`config.mk`:
```
export PLATFORM = sky130hd
export DESIGN_NAME = pc_fetch_flat
export DESIGN_NICKNAME = d
export VERILOG_FILES = /design/src/rtl/pc_fetch_if.sv /design/src/rtl/pc_fetch.sv /design/src/flat_wrapper.sv
export SDC_FILE = /design/constraint.sdc
export NUM_CORES = 1
export LEC_CHECK = 0
export BUFFER_PORTS_ARGS = -buffer_cell sky130_fd_sc_hd__buf_2
export CORE_MARGIN = 8
export CORE_UTILIZATION = 30
export CTS_BUF_LIST = sky130_fd_sc_hd__clkbuf_8
export DETAILED_ROUTE_END_ITERATION = 16
export PLACE_DENSITY = 0.62
export SLEW_MARGIN = 10
export SYNTH_ARGS = -nofsm -noshare
export SYNTH_HDL_FRONTEND = slang
export SYNTH_SLANG_ARGS = --single-unit
```
`constraint.sdc`:
```
create_clock -name clk -period 4.3 [get_ports clk]
set_input_delay 0.43 -clock clk [delete_from_list [all_inputs] [get_ports clk]]
set_output_delay 0.43 -clock clk [all_outputs]
set_load 0.01 [all_outputs]
```
`src/rtl/pc_fetch_if.sv`:
```
// Fetch-stage bus bundle: decode redirect controls, program memory address/data, and fetch results.
// The master modport is the fetch stage itself; slave is the surrounding decode/memory side.
interface pc_fetch_if #(
  parameter int ADR_W  = 5,
  parameter int DATA_W = 16
);
  logic              stall;
  logic              jump_en;
  logic [ADR_W-1:0]  jump_adr;
  logic              call_en;
  logic              ret_en;
  logic [ADR_W-1:0]  pm_adr;
  logic [DATA_W-1:0] pm_data;
  logic [DATA_W-1:0] instr;
  logic              instr_valid;
  logic [ADR_W-1:0]  pc_out;
  logic              stk_ovf;
  logic              stk_unf;

  modport master (
    input  stall, jump_en, jump_adr, call_en, ret_en, pm_data,
    output pm_adr, instr, instr_valid, pc_out, stk_ovf, stk_unf
  );

  modport slave (
    output stall, jump_en, jump_adr, call_en, ret_en, pm_data,
    input  pm_adr, instr, instr_valid, pc_out, stk_ovf, stk_unf
  );
endinterface

```
`src/rtl/pc_fetch.sv`:
```
// Instruction fetch stage: program counter, instruction register and a small return-address stack.
// Define PC_FETCH_STACK_CHECK_EN to suppress calls on a full stack / returns on an empty one and raise sticky flags.
module pc_fetch #(
  parameter int ADR_W       = 5,
  parameter int DATA_W      = 16,
  parameter int STACK_DEPTH = 4
) (
  input  logic      clk,
  input  logic      rst_n,
  pc_fetch_if.master bus
);

  localparam int SP_W  = $clog2(STACK_DEPTH + 1);
  localparam int IDX_W = (STACK_DEPTH > 1) ? $clog2(STACK_DEPTH) : 1;
  localparam logic [SP_W-1:0] SP_FULL = SP_W'(STACK_DEPTH);

  logic [ADR_W-1:0]  pc_q, pc_d;
  logic [DATA_W-1:0] instr_q, instr_d;
  logic              instr_valid_q, instr_valid_d;
  logic [SP_W-1:0]   sp_q, sp_d;
  logic [ADR_W-1:0]  stack_q [STACK_DEPTH];
  logic [ADR_W-1:0]  stack_d [STACK_DEPTH];
  logic [IDX_W-1:0]  top_idx;
  logic [IDX_W-1:0]  push_idx;
`ifdef PC_FETCH_STACK_CHECK_EN
  logic              stk_ovf_q, stk_ovf_d;
  logic              stk_unf_q, stk_unf_d;
`endif

  // Any taken redirect clears instr_valid so the sequentially fetched word becomes a bubble.
  always_comb begin
    pc_d          = pc_q;
    instr_d       = instr_q;
    instr_valid_d = instr_valid_q;
    sp_d          = sp_q;
    stack_d       = stack_q;
`ifdef PC_FETCH_STACK_CHECK_EN
    stk_ovf_d     = stk_ovf_q;
    stk_unf_d     = stk_unf_q;
`endif
    top_idx       = IDX_W'(sp_q - 1'b1);
    push_idx      = IDX_W'(sp_q);

    if (!bus.stall) begin
      instr_d       = bus.pm_data;
      instr_valid_d = 1'b1;
      pc_d          = pc_q + 1'b1;

      if (bus.ret_en) begin
        if (sp_q != '0) begin
          pc_d          = stack_q[top_idx];
          sp_d          = sp_q - 1'b1;
          instr_valid_d = 1'b0;
        end else begin
`ifdef PC_FETCH_STACK_CHECK_EN
          stk_unf_d     = 1'b1;
`else
          pc_d          = '0;
          instr_valid_d = 1'b0;
`endif
        end
      end else if (bus.call_en) begin
        if (sp_q != SP_FULL) begin
          stack_d[push_idx] = pc_q;
          sp_d              = sp_q + 1'b1;
          pc_d              = bus.jump_adr;
          instr_valid_d     = 1'b0;
        end else begin
`ifdef PC_FETCH_STACK_CHECK_EN
          stk_ovf_d         = 1'b1;
`else
          pc_d              = bus.jump_adr;
          instr_valid_d     = 1'b0;
`endif
        end
      end else if (bus.jump_en) begin
        pc_d          = bus.jump_adr;
        instr_valid_d = 1'b0;
      end
    end
  end

  // Synchronous active-low reset clears the PC, instruction register and the whole stack.
  always_ff @(posedge clk) begin
    if (!rst_n) begin
      pc_q          <= '0;
      instr_q       <= '0;
      instr_valid_q <= 1'b0;
      sp_q          <= '0;
      for (int i = 0; i < STACK_DEPTH; i++) begin
        stack_q[i] <= '0;
      end
`ifdef PC_FETCH_STACK_CHECK_EN
      stk_ovf_q     <= 1'b0;
      stk_unf_q     <= 1'b0;
`endif
    end else begin
      pc_q          <= pc_d;
      instr_q       <= instr_d;
      instr_valid_q <= instr_valid_d;
      sp_q          <= sp_d;
      stack_q       <= stack_d;
`ifdef PC_FETCH_STACK_CHECK_EN
      stk_ovf_q     <= stk_ovf_d;
      stk_unf_q     <= stk_unf_d;
`endif
    end
  end

  assign bus.pm_adr      = pc_q;
  assign bus.pc_out      = pc_q;
  assign bus.instr       = instr_q;
  assign bus.instr_valid = instr_valid_q;
`ifdef PC_FETCH_STACK_CHECK_EN
  assign bus.stk_ovf     = stk_ovf_q;
  assign bus.stk_unf     = stk_unf_q;
`else
  assign bus.stk_ovf     = 1'b0;
  assign bus.stk_unf     = 1'b0;
`endif

endmodule

```
`src/flat_wrapper.sv`:
```
// flat-port wrapper written by rule: the top's interface ports become plain ports
module pc_fetch_flat 
#(
  parameter int ADR_W       = 5,
  parameter int DATA_W      = 16,
  parameter int STACK_DEPTH = 4
)
  (clk, rst_n, bus_stall, bus_jump_en, bus_jump_adr, bus_call_en, bus_ret_en, bus_pm_data, bus_pm_adr, bus_instr, bus_instr_valid, bus_pc_out, bus_stk_ovf, bus_stk_unf);
  pc_fetch_if #(.ADR_W(ADR_W), .DATA_W(DATA_W)) bus_i ();
  input  logic clk;
  input  logic rst_n;
  input wire logic [$bits(bus_i.stall)-1:0] bus_stall;
  input wire logic [$bits(bus_i.jump_en)-1:0] bus_jump_en;
  input wire logic [$bits(bus_i.jump_adr)-1:0] bus_jump_adr;
  input wire logic [$bits(bus_i.call_en)-1:0] bus_call_en;
  input wire logic [$bits(bus_i.ret_en)-1:0] bus_ret_en;
  input wire logic [$bits(bus_i.pm_data)-1:0] bus_pm_data;
  output wire logic [$bits(bus_i.pm_adr)-1:0] bus_pm_adr;
  output wire logic [$bits(bus_i.instr)-1:0] bus_instr;
  output wire logic [$bits(bus_i.instr_valid)-1:0] bus_instr_valid;
  output wire logic [$bits(bus_i.pc_out)-1:0] bus_pc_out;
  output wire logic [$bits(bus_i.stk_ovf)-1:0] bus_stk_ovf;
  output wire logic [$bits(bus_i.stk_unf)-1:0] bus_stk_unf;
  assign bus_i.stall = bus_stall;
  assign bus_i.jump_en = bus_jump_en;
  assign bus_i.jump_adr = bus_jump_adr;
  assign bus_i.call_en = bus_call_en;
  assign bus_i.ret_en = bus_ret_en;
  assign bus_i.pm_data = bus_pm_data;
  assign bus_pm_adr = bus_i.pm_adr;
  assign bus_instr = bus_i.instr;
  assign bus_instr_valid = bus_i.instr_valid;
  assign bus_pc_out = bus_i.pc_out;
  assign bus_stk_ovf = bus_i.stk_ovf;
  assign bus_stk_unf = bus_i.stk_unf;
  pc_fetch #(.ADR_W(ADR_W), .DATA_W(DATA_W), .STACK_DEPTH(STACK_DEPTH)) u_core (.clk(clk), .rst_n(rst_n), .bus(bus_i));
endmodule
```
==> flow_metrics.py <==
metrics = {
    "sta": {
        "tightest_slew_ps": 663,
        "fin_setup_tns_ps": 0,
        "hold_violations": 0,
        "maxSlewHeadroom": 0.558,
        "finalSetupViolCount": 0,
        "fin_crit_ps": 2170,
        "fin_skew_ps": 9.07,
        "hold_ws_ps": 361,
        "period_share": 0.504,
        "slew_viol_final": 0,
        "fmax_mhz": 462,
        "rsz0062_at_grt": "false",
        "worst_slack_ps": 2130,
    },
    "hold_path": {
        "min_to": "u_core.bus.instr[10]",
        "hold_path_class": "input port to register",
        "hold-path-cell-count": 3,
        "hold_start": "bus_pm_data[10]",
    },
    "power_and_ir_drop": {
        "pwr-share-comb": 0.165,
        "p_switching_mw": 0.227,
        "swShare": 0.274,
        "irDropWorstVdd_uv": 117,
        "powerDensity_mw_per_mm2": 335,
        "p_seq_frac": 0.545,
        "p_leak_nw": 1.23,
        "power.internal_mw": 0.602,
        "pwr-share-clk": 0.290,
        "p_total_mw": 0.830,
    },
    "outcome": {
        "status": "complete, no violations",
    },
    "worst_setup_path": {
        "r2r_setup_slack_ps": 2130,
        "crit_path_end_kind": "register",
        "r2r_start": "u_core.sp_q[0]",
        "path_class": "register to register",
        "worstPathRequired_ps": 4490,
        "cp_max_fo": 9,
        "reg2regPathDepth": 5,
        "reg2reg_to": "u_core.bus.pc_out[4]",
        "startpoint_type": "register",
        "cp.arrival_ps": 2360,
    },
    "synth": {
        "synth_mux_area_frac": 0.234,
        "synth-compound-area-share": 0.0751,
        "synth.yosys.seq_area_share": 0.419,
        "netlist_instances": 207,
        "yosys.area_share.simple": 0.136,
        "synth_top_family_by_area": "multiplexers",
        "yosys_warnings": 0,
        "syn_area_per_cell_um2": 10.4,
        "ys_seq_elements": 45,
        "synthesis.area_mm2": 0.00215,
        "synth.distinct_cells": 38,
        "synth-xor-area-share": 0.0245,
        "synth_fa_ha_area_frac": 0.0349,
    },
    "clock_tree": {
        "cts_num_sinks": 45,
        "cts_buffers": 5,
        "clk_path_buf_depth": 2,
        "htree_num_levels": 2,
        "clock-root-buffer": "clkbuf_8",
        "clk_pin_slew_worst_paths_ps": 80,
        "hold_buffers": 0,
        "cts_setup_buffers": 0,
        "clk_latency_ps": 300,
        "ctsResizeCount": 0,
        "cts_tree": "yes",
    },
    "global_routing": {
        "grt_max_degree": 25,
        "grt_pass1_vias": 1583,
        "track_usage": 0.0988,
        "overflow": 0,
        "grt_pass1_wl_mm": 7.96,
        "antenna_found_initial": 0,
    },
    "route": {
        "drc": 0,
        "drt_iter0_markers": 79,
        "drt-total-wl_mm": 4.83,
        "wl_per_cell_um": 13.9,
        "drtPass1Iterations": 5,
        "via_per_inst": 4.63,
        "detail-route-antenna-nets": 0,
        "vias": 1602,
    },
    "placed_design": {
        "dp.cells": 340,
        "gp_congestion": 0.765,
        "dpl-instance-area_mm2": 0.00240,
        "dpl.hpwl_mm": 3.55,
        "port_buffers": 53,
        "dp_slack_ps": 2120,
    },
    "finish": {
        "fin_cells": 346,
        "final_area_mm2": 0.00248,
        "drive_gt1_frac": 0.287,
        "synthToLayoutAreaGrowth_pct": 15.3,
        "antenna_cells": 0,
        "utilization": 0.349,
        "nets": 281,
    },
    "floorplanning": {
        "start_util": 0.303,
        "fp-row-count": 31,
        "die_width_um": 101,
        "num_io_pins": 56,
        "coreArea_mm2": 0.00710,
        "fp.dieArea_mm2": 0.0101,
        "fp.dieH_um": 101,
    },
    "flow_run": {
        "cap_violations": 0,
    },
}
==> worst max-delay path, cell delays in order (launching register included) <==
cell and delay, ps:
dfxtp_1 600, inv_1 160, ha_1 470, mux4_1 600, a32oi_1 160, o21ai_1 80
==> layout by cell type, fill, tap and decap left out, drive strengths merged, types with 2 or more instances in the layout <==
cell / instances
conb: 2
a21oi: 4
clkbuf: 5
ha: 6
buf: 54
a32oi: 2
dfxtp: 45
nand2: 2
inv: 4
o211ai: 3
mux2i: 37
a211oi: 2
a31oi: 2
nor3: 2
nand4: 3
nand3: 4
mux4: 5
xor2: 2
xnor2: 4
nor2: 42
o21ai: 6
==> cell families after synthesis <==
| group | count (synthesis) |
|---|---|
| AO/OA/AOI/OAI | 22 |
| XOR/XNOR | 6 |
| adder cells (fa/ha/maj) | 6 |
| buffers and inverters | 25 |
| flip-flops | 45 |
| multiplexers | 43 |
| other | 1 |
| AND/OR/NAND/NOR | 59 |
==> layout make-up <==
class	instances	area (um^2)
inverter	4	15.0
sequential	45	901
multi-input combinational	138	1090
clock inverter	1	5.00
clock buffer	5	68.8
fill	747	4620
tap	99	124
timing repair buffer	54	273
==> cell usage after synthesis <==
cell type,instances,area [um^2]
a32oi_1,2,17.5
a31oi_1,2,12.5
nand4_2,3,37.5
nand4b_2,1,15.0
mux4_1,2,52.6
dfxtp_1,45,901
buf_6,5,56.3
a21bo_2,1,10.0
mux2i_1,37,370
o211ai_1,3,22.5
a211oi_1,1,7.51
or2b_1,1,7.51
nor4_1,1,6.26
a21o_1,1,7.51
nand3b_1,1,7.51
a21oi_1,3,15.0
nor2_4,1,11.3
a21oi_2,1,8.76
conb_1,1,3.75
nor3_1,2,10.0
inv_1,4,15.0
buf_4,7,52.6
buf_2,3,15.0
o21ai_0,4,20.0
nand3_1,4,20.0
xnor2_1,4,35.0
ha_1,6,75.1
nor2_1,41,154
clkbuf_1,6,22.5
mux2_1,1,11.3
o211a_1,1,10.0
and4_1,1,8.76
nand2_1,2,7.51
or3_1,1,6.26
o21ai_1,2,10.0
mux4_2,3,67.6
xor2_1,2,17.5
a211oi_4,1,20.0
==> per-layer routing <==
| metal | global-route usage | routed length, um | up-vias |
|---|---|---|---|
| met2 | 0.149 | 2110 | 52 |
| met1 | 0.128 | 2310 | 752 |
| li1 | - | - | 791 |
| met3 | 0.0297 | 336 | 7 |
| met4 | 0.0395 | 66 | 0 |
| met5 | 0 | 0 | - |
==> flip-flops by register name, summed over array words and instances, names as in the netlist <==
| name | count |
|---|---|
| u_core.sp_q | 3 |
| u_core.bus.instr_valid | 1 |
| u_core.bus.instr | 16 |
| u_core.stack_q | 20 |
| u_core.bus.pc_out | 5 |
==> worst max-delay path by stage <==
stage | start | to | cells after the start
floorplan | u_core.sp_q[0] | u_core.bus.pc_out[4] | 7
global placement | u_core.sp_q[0] | u_core.bus.pc_out[4] | 5
detailed placement | u_core.sp_q[0] | u_core.bus.pc_out[4] | 5
CTS | u_core.sp_q[0] | u_core.bus.pc_out[4] | 5
global route | u_core.sp_q[0] | u_core.bus.pc_out[4] | 5
finish | u_core.sp_q[0] | u_core.bus.pc_out[4] | 5
==> power by group through the flow <==
stage	clock, mW	sequential, mW	combinational (mW)
after floorplan	0	0.460	0.109
after global placement	0	0.462	0.135
after global routing	0.271	0.456	0.151
after detailed placement	0	0.463	0.138
after CTS	0.254	0.453	0.138
final	0.241	0.452	0.137
(Power assumes the default switching activity.)
